### src/rtl/dcache_axi_master.sv
// dcache_axi_master: bridges the L1 data cache memory port onto an AXI4 master.
// Cacheable reads fill a 4-word line; uncached reads and writes are single beats.
module dcache_axi_master #(
    parameter int              ID_W   = 4,
    parameter logic [ID_W-1:0] ID_VAL = '0
) (
    input  logic            clk,
    input  logic            rst,
    input  logic            D_req,
    input  logic            D_write,
    input  logic [31:0]     D_addr,
    input  logic [31:0]     D_in,
    input  logic [3:0]      D_type,
    output logic [31:0]     D_out,
    output logic            D_wait,
    output logic [ID_W-1:0] ARID,
    output logic [31:0]     ARADDR,
    output logic [3:0]      ARLEN,
    output logic [2:0]      ARSIZE,
    output logic [1:0]      ARBURST,
    output logic            ARVALID,
    input  logic            ARREADY,
    input  logic [ID_W-1:0] RID,
    input  logic [31:0]     RDATA,
    input  logic [1:0]      RRESP,
    input  logic            RLAST,
    input  logic            RVALID,
    output logic            RREADY,
    output logic [ID_W-1:0] AWID,
    output logic [31:0]     AWADDR,
    output logic [3:0]      AWLEN,
    output logic [2:0]      AWSIZE,
    output logic [1:0]      AWBURST,
    output logic            AWVALID,
    input  logic            AWREADY,
    output logic [31:0]     WDATA,
    output logic [3:0]      WSTRB,
    output logic            WLAST,
    output logic            WVALID,
    input  logic            WREADY,
    input  logic [ID_W-1:0] BID,
    input  logic [1:0]      BRESP,
    input  logic            BVALID,
    output logic            BREADY,
    output logic            bus_err
);

    typedef enum logic [2:0] {
        IDLE, RD_ADDR, RD_DATA, WR_REQ, WR_RESP
    } state_t;

    state_t      state, state_nx;
    logic [31:0] addr_q, wdata_q;
    logic [3:0]  wstrb_q, len_q, cnt_q;
    logic        aw_done, w_done, bus_err_q;
    logic        noncache, last_beat, aw_fire, w_fire;
    logic        unused_ids;

    assign noncache  = (D_addr[31:16] == 16'h1000) ||
                       (D_addr[31:16] == 16'h0010) ||
                       (D_addr[31:16] == 16'h0003);
    assign last_beat = (cnt_q == len_q);
    assign aw_fire   = AWVALID && AWREADY;
    assign w_fire    = WVALID && WREADY;
    assign unused_ids = ^{RID, BID};

    assign ARID    = ID_VAL;
    assign AWID    = ID_VAL;
    assign ARADDR  = addr_q;
    assign AWADDR  = addr_q;
    assign ARLEN   = len_q;
    assign ARSIZE  = 3'b010;
    assign ARBURST = 2'b01;
    assign AWLEN   = 4'd0;
    assign AWSIZE  = 3'b010;
    assign AWBURST = 2'b01;
    assign WDATA   = wdata_q;
    assign WSTRB   = wstrb_q;
    assign WLAST   = 1'b1;
    assign bus_err = bus_err_q;

    always_ff @(posedge clk) begin
        if (rst) state <= IDLE;
        else     state <= state_nx;
    end

    always_comb begin
        state_nx = state;
        ARVALID  = 1'b0;
        RREADY   = 1'b0;
        AWVALID  = 1'b0;
        WVALID   = 1'b0;
        BREADY   = 1'b0;
        D_wait   = 1'b1;
        D_out    = '0;
        unique case (state)
            IDLE: begin
                if (D_write)    state_nx = WR_REQ;
                else if (D_req) state_nx = RD_ADDR;
            end
            RD_ADDR: begin
                ARVALID = 1'b1;
                if (ARREADY) state_nx = RD_DATA;
            end
            RD_DATA: begin
                RREADY = 1'b1;
                D_out  = RDATA;
                if (RVALID) begin
                    D_wait = 1'b0;
                    // beat count, not RLAST, decides when the fill ends
                    if (last_beat) state_nx = IDLE;
                end
            end
            WR_REQ: begin
                AWVALID = !aw_done;
                WVALID  = !w_done;
                if ((aw_done || aw_fire) && (w_done || w_fire))
                    state_nx = WR_RESP;
            end
            WR_RESP: begin
                BREADY = 1'b1;
                if (BVALID) begin
                    D_wait   = 1'b0;
                    state_nx = IDLE;
                end
            end
            default: state_nx = IDLE;
        endcase
    end

    always_ff @(posedge clk) begin
        if (rst) begin
            addr_q    <= '0;
            wdata_q   <= '0;
            wstrb_q   <= '0;
            len_q     <= '0;
            cnt_q     <= '0;
            aw_done   <= 1'b0;
            w_done    <= 1'b0;
            bus_err_q <= 1'b0;
        end else begin
            unique case (state)
                IDLE: begin
                    if (D_write) begin
                        addr_q  <= D_addr;
                        wdata_q <= D_in;
                        wstrb_q <= ~D_type;
                        aw_done <= 1'b0;
                        w_done  <= 1'b0;
                    end else if (D_req) begin
                        addr_q <= D_addr;
                        len_q  <= noncache ? 4'd0 : 4'd3;
                        cnt_q  <= '0;
                    end
                end
                RD_DATA: begin
                    if (RVALID) begin
                        cnt_q <= cnt_q + 4'd1;
                        if ((RLAST != last_beat) || (RRESP != 2'b00))
                            bus_err_q <= 1'b1;
                    end
                end
                WR_REQ: begin
                    if (aw_fire) aw_done <= 1'b1;
                    if (w_fire)  w_done  <= 1'b1;
                end
                WR_RESP: begin
                    if (BVALID && (BRESP != 2'b00)) bus_err_q <= 1'b1;
                end
                default: ;
            endcase
        end
    end

endmodule

### config.mk
export PLATFORM = sky130hd
export DESIGN_NAME = dcache_axi_master
export DESIGN_NICKNAME = d
export VERILOG_FILES = /design/src/rtl/dcache_axi_master.sv
export SDC_FILE = /design/constraint.sdc
export NUM_CORES = 1
export LEC_CHECK = 0
export ABC_AREA = 1
export CORE_AREA = 2 2 112 114
export DETAILED_ROUTE_END_ITERATION = 8
export DIE_AREA = 0 0 114 116
export DONT_BUFFER_PORTS = 1
export SLEW_MARGIN = 25
export SYNTH_ARGS = -nofsm -noshare
export SYNTH_HDL_FRONTEND = slang
export SYNTH_SLANG_ARGS = --single-unit
### constraint.sdc
create_clock -name clk -period 1.55 [get_ports clk]
set_input_delay 0 -clock clk [delete_from_list [all_inputs] [get_ports clk]]
set_output_delay 0 -clock clk [all_outputs]
set_load 0.01 [all_outputs]
==> results.yml <==
place:
  place_hpwl_um: 7270
  place_inst: 689
  io_buffers: 0
  dp_slack_ns: 0.0785
  placed_cell_area_um2: 4020
  globalplace.congestion: 0.773
cells_and_area:
  area_growth_syn_to_layout_pct: 28.0
  layoutNonFillerInstCount: 783
  diodes: 0
  drive_gt1_share_pct: 15.1
  fillers: 1144
  fin_area_um2: 5150
  multi_input_area_um2: 1560
  seq_area_um2: 1590
  fin_nets: 754
run:
  max_cap_viol_count: 0
critical_path:
  worstSetupEndpointType: "primary output"
  path_cells: "inv_2, nor2_4, nand2_4, buf_8, nor2_1, buf_4"
  crit_path_max_fanout: 22
  cp_slowest_stage_delay_ns: 0.36
  critPathLaunchType: "flop"
  r2r_cells: 7
  path_buf_inv: 3
  path_delay_family: "simple AND/OR/NAND/NOR gates"
  cp.depth: 6
  crit_slowest_cell: "dfxtp_2"
  arrival_ns: 1.45
  required_ns: 1.55
  worstSetupPathType: "reg -> out"
floorplanning:
  fp.coreArea_um2: 11900
  dieArea_um2: 13200
  pin_count: 288
  start_util_pct: 33.8
  die-height_um: 116
  chipWidth_um: 114
  std_cell_rows: 40
sta:
  slew_viol_final: 0
  fmax_mhz: 691
  layout_min_cycle_time_ns: 1.45
  final_hold_viol_count: 0
  finalCritPeriodShare_pct: 93.4
  setup_slack_ns: 0.103
  finClkSkew_ns: 0.00383
  grt_setup_unrepaired: "no"
  finalSetupViolCount: 0
  fin_setup_tns_ns: 0
synth:
  synth_top_area_share_pct: 39.3
  yosysMostFrequentCell: "nor2_1"
  ys_async_sr_fraction_pct: 0
  ys.flop_type: "dfxtp_1"
  synth-edff-count: 0
  ys_seq_elements: 79
  yosys_warnings: 0
  synthDistinctLibCells: 37
  syn-cell-area_um2: 4030
  synthTopCellsByCount: "119 x nor2_1, 84 x inv_1, 79 x dfxtp_1"
  synth_seq_area_share_pct: 39.3
  syn_inst: 555
  netlist_top_cells_area: "dfxtp_1 39%, buf_4 11%, nor2_1 11%, inv_1 7.8%, o21ai_0 5.3%"
  yosys.area.top_type: "dfxtp_1"
  synth_area_per_cell_um2: 7.26
detailed_routing:
  ant_nets: 0
  viasPerCell: 4.59
  num_vias: 3595
  drc: 0
  drt_iter0_drc: 136
  wl_per_cell_um: 13.7
  routed_wl_um: 10700
  dr.pass1.iters: 4
global_routing:
  grt_first_pass_wirelength_um: 16200
  grt_max_degree: 45
  antenna_found_initial: 0
  grtUsageTotal_pct: 15.5
  grt_pass1_vias: 3502
  grt_overflow: 0
cts:
  cts_root_buffer: "clkbuf_16"
  clockBufferDepth: 2
  h-tree-depth: 3
  clock_latency_ns: 0.33
  cts.sinks: 79
  cts_tree: "yes"
  cts_buffers: 9
  cts.clk_slew.worst_paths_ns: 0.06
power:
  netSwitchingPower_mw: 3.96
  p_comb_share_pct: 34.4
  power.total_mw: 9.45
  pwr_density_cell_nw_per_um2: 1830
  ir_drop_uv: 842
  power.share.switching_pct: 41.9
  leakagePower_nw: 2.45
  seqPwrFrac_pct: 41.1
  p_clk_share_pct: 24.4
  p_int_mw: 5.50
outcome:
  run_status: "finished clean"
min_path:
  hold_class: "in -> reg"
  worstHoldPathCells: 4
layout make-up:
| type | count | share of cell area, % |
|---|---|---|
| clock inverters | 7 | 2.01 |
| multi-input cells | 327 | 30.3 |
| repair buffers | 125 | 22.4 |
| inverters | 89 | 6.67 |
| well taps | 147 | 3.57 |
| flip-flops and latches | 79 | 30.8 |
| clock buffers | 9 | 4.37 |
layout by cell type, fill, tap and decap left out, types with 2 or more instances in the layout:
| cell type | netlist | layout |
|---|---|---|
| nor2_2 | 3 | 2 |
| clkinvlp_4 | 0 | 2 |
| clkinv_4 | 1 | 2 |
| dfxtp_1 | 79 | 76 |
| nand3_2 | 3 | 3 |
| dlygate4sd3_1 | 0 | 76 |
| nand3_1 | 10 | 10 |
| nand2_4 | 2 | 3 |
| inv_2 | 3 | 3 |
| nand2_1 | 32 | 31 |
| a21oi_2 | 6 | 6 |
| nor2_4 | 1 | 2 |
| conb_1 | 2 | 25 |
| nor2_1 | 119 | 119 |
| a21oi_1 | 37 | 37 |
| inv_1 | 84 | 83 |
| o21ai_0 | 43 | 43 |
| clkbuf_16 | 0 | 9 |
| nand4_1 | 5 | 5 |
| o21ai_1 | 28 | 28 |
| buf_4 | 61 | 46 |
| bufinv_16 | 0 | 2 |
| inv_4 | 1 | 2 |
| dfxtp_2 | 0 | 3 |
what timing repair did:
item / CTS / global route
hold endpoints to repair: 74 / 0
buffers inserted: 0 / 2
resized for setup: 4 / 7
pin swaps: 0 / 2
hold buffers: 76 / 0
endpoints found under the setup margin: 32 / 61
power groups by stage:
stage	clock network (mW)	registers [mW]	logic, mW
5_1_grt	2.48	4.02	3.63
2_1_floorplan	0	3.53	3.18
3_5_place_dp	0	3.90	2.97
4_1_cts	2.38	3.88	3.17
3_3_place_gp	0	3.90	2.87
6_report	2.31	3.89	3.25
worst reg2reg max path, cell delays in order (launching register included):
cell and delay [ns]:
dfxtp_2 0.38, inv_2 0.10, nand2_4 0.13, inv_4 0.05
o21ai_4 0.18, buf_12 0.24, o21ai_1 0.10, a21oi_1 0.16
through the flow:
| step | hold slack (ns) | util, % |
|---|---|---|
| final | 0.000871 | 43.3 |
| after CTS | 0.000232 | 43.0 |
| after global routing | 0.0362 | 43.3 |
| after detailed placement | 0.0699 | 33.8 |
| after floorplan | 0.0624 | - |
| after global placement | 0.0645 | 33.8 |
cells by family (layout without fill, tap and decap cells):
logic type               count (synthesis)  in the layout  share of synthesized area [%]
flip-flops                              79             79                           39.3
other                                    2             25                          0.186
AND/OR/NAND/NOR                        183            183                           20.1
adder cells (fa/ha/maj)                  1              1                          0.311
buffers and inverters                  172            230                           24.5
AO/OA/AOI/OAI                          118            118                           15.7
routing by layer:
| layer | vias up | track usage [%] | wire length (um) |
|---|---|---|---|
| li1 | 1787 | - | - |
| met4 | 0 | 5.45 | 146 |
| met2 | 186 | 27.6 | 5410 |
| met3 | 16 | 5.70 | 900 |
| met1 | 1606 | 17.1 | 4230 |
| met5 | - | 0 | 0 |
state kept, by name (all words and copies together), names as in the netlist:
signal   flops
w_done       1
cnt_q        4
ARADDR      32
WSTRB        4
WDATA       32
aw_done      1
bus_err      1
ARLEN        1
state        3
path summary, 6_finish.rpt:
check,startpoint,end,slack [ns]
setup / recovery,state[1],D_out[6],0.10
hold / removal,D_addr[17],ARLEN[0],0.0009
setup reg to reg,state[0],ARADDR[3],0.15
hold reg to reg,aw_done,aw_done,0.51
Power figures use the tool's default switching activity.
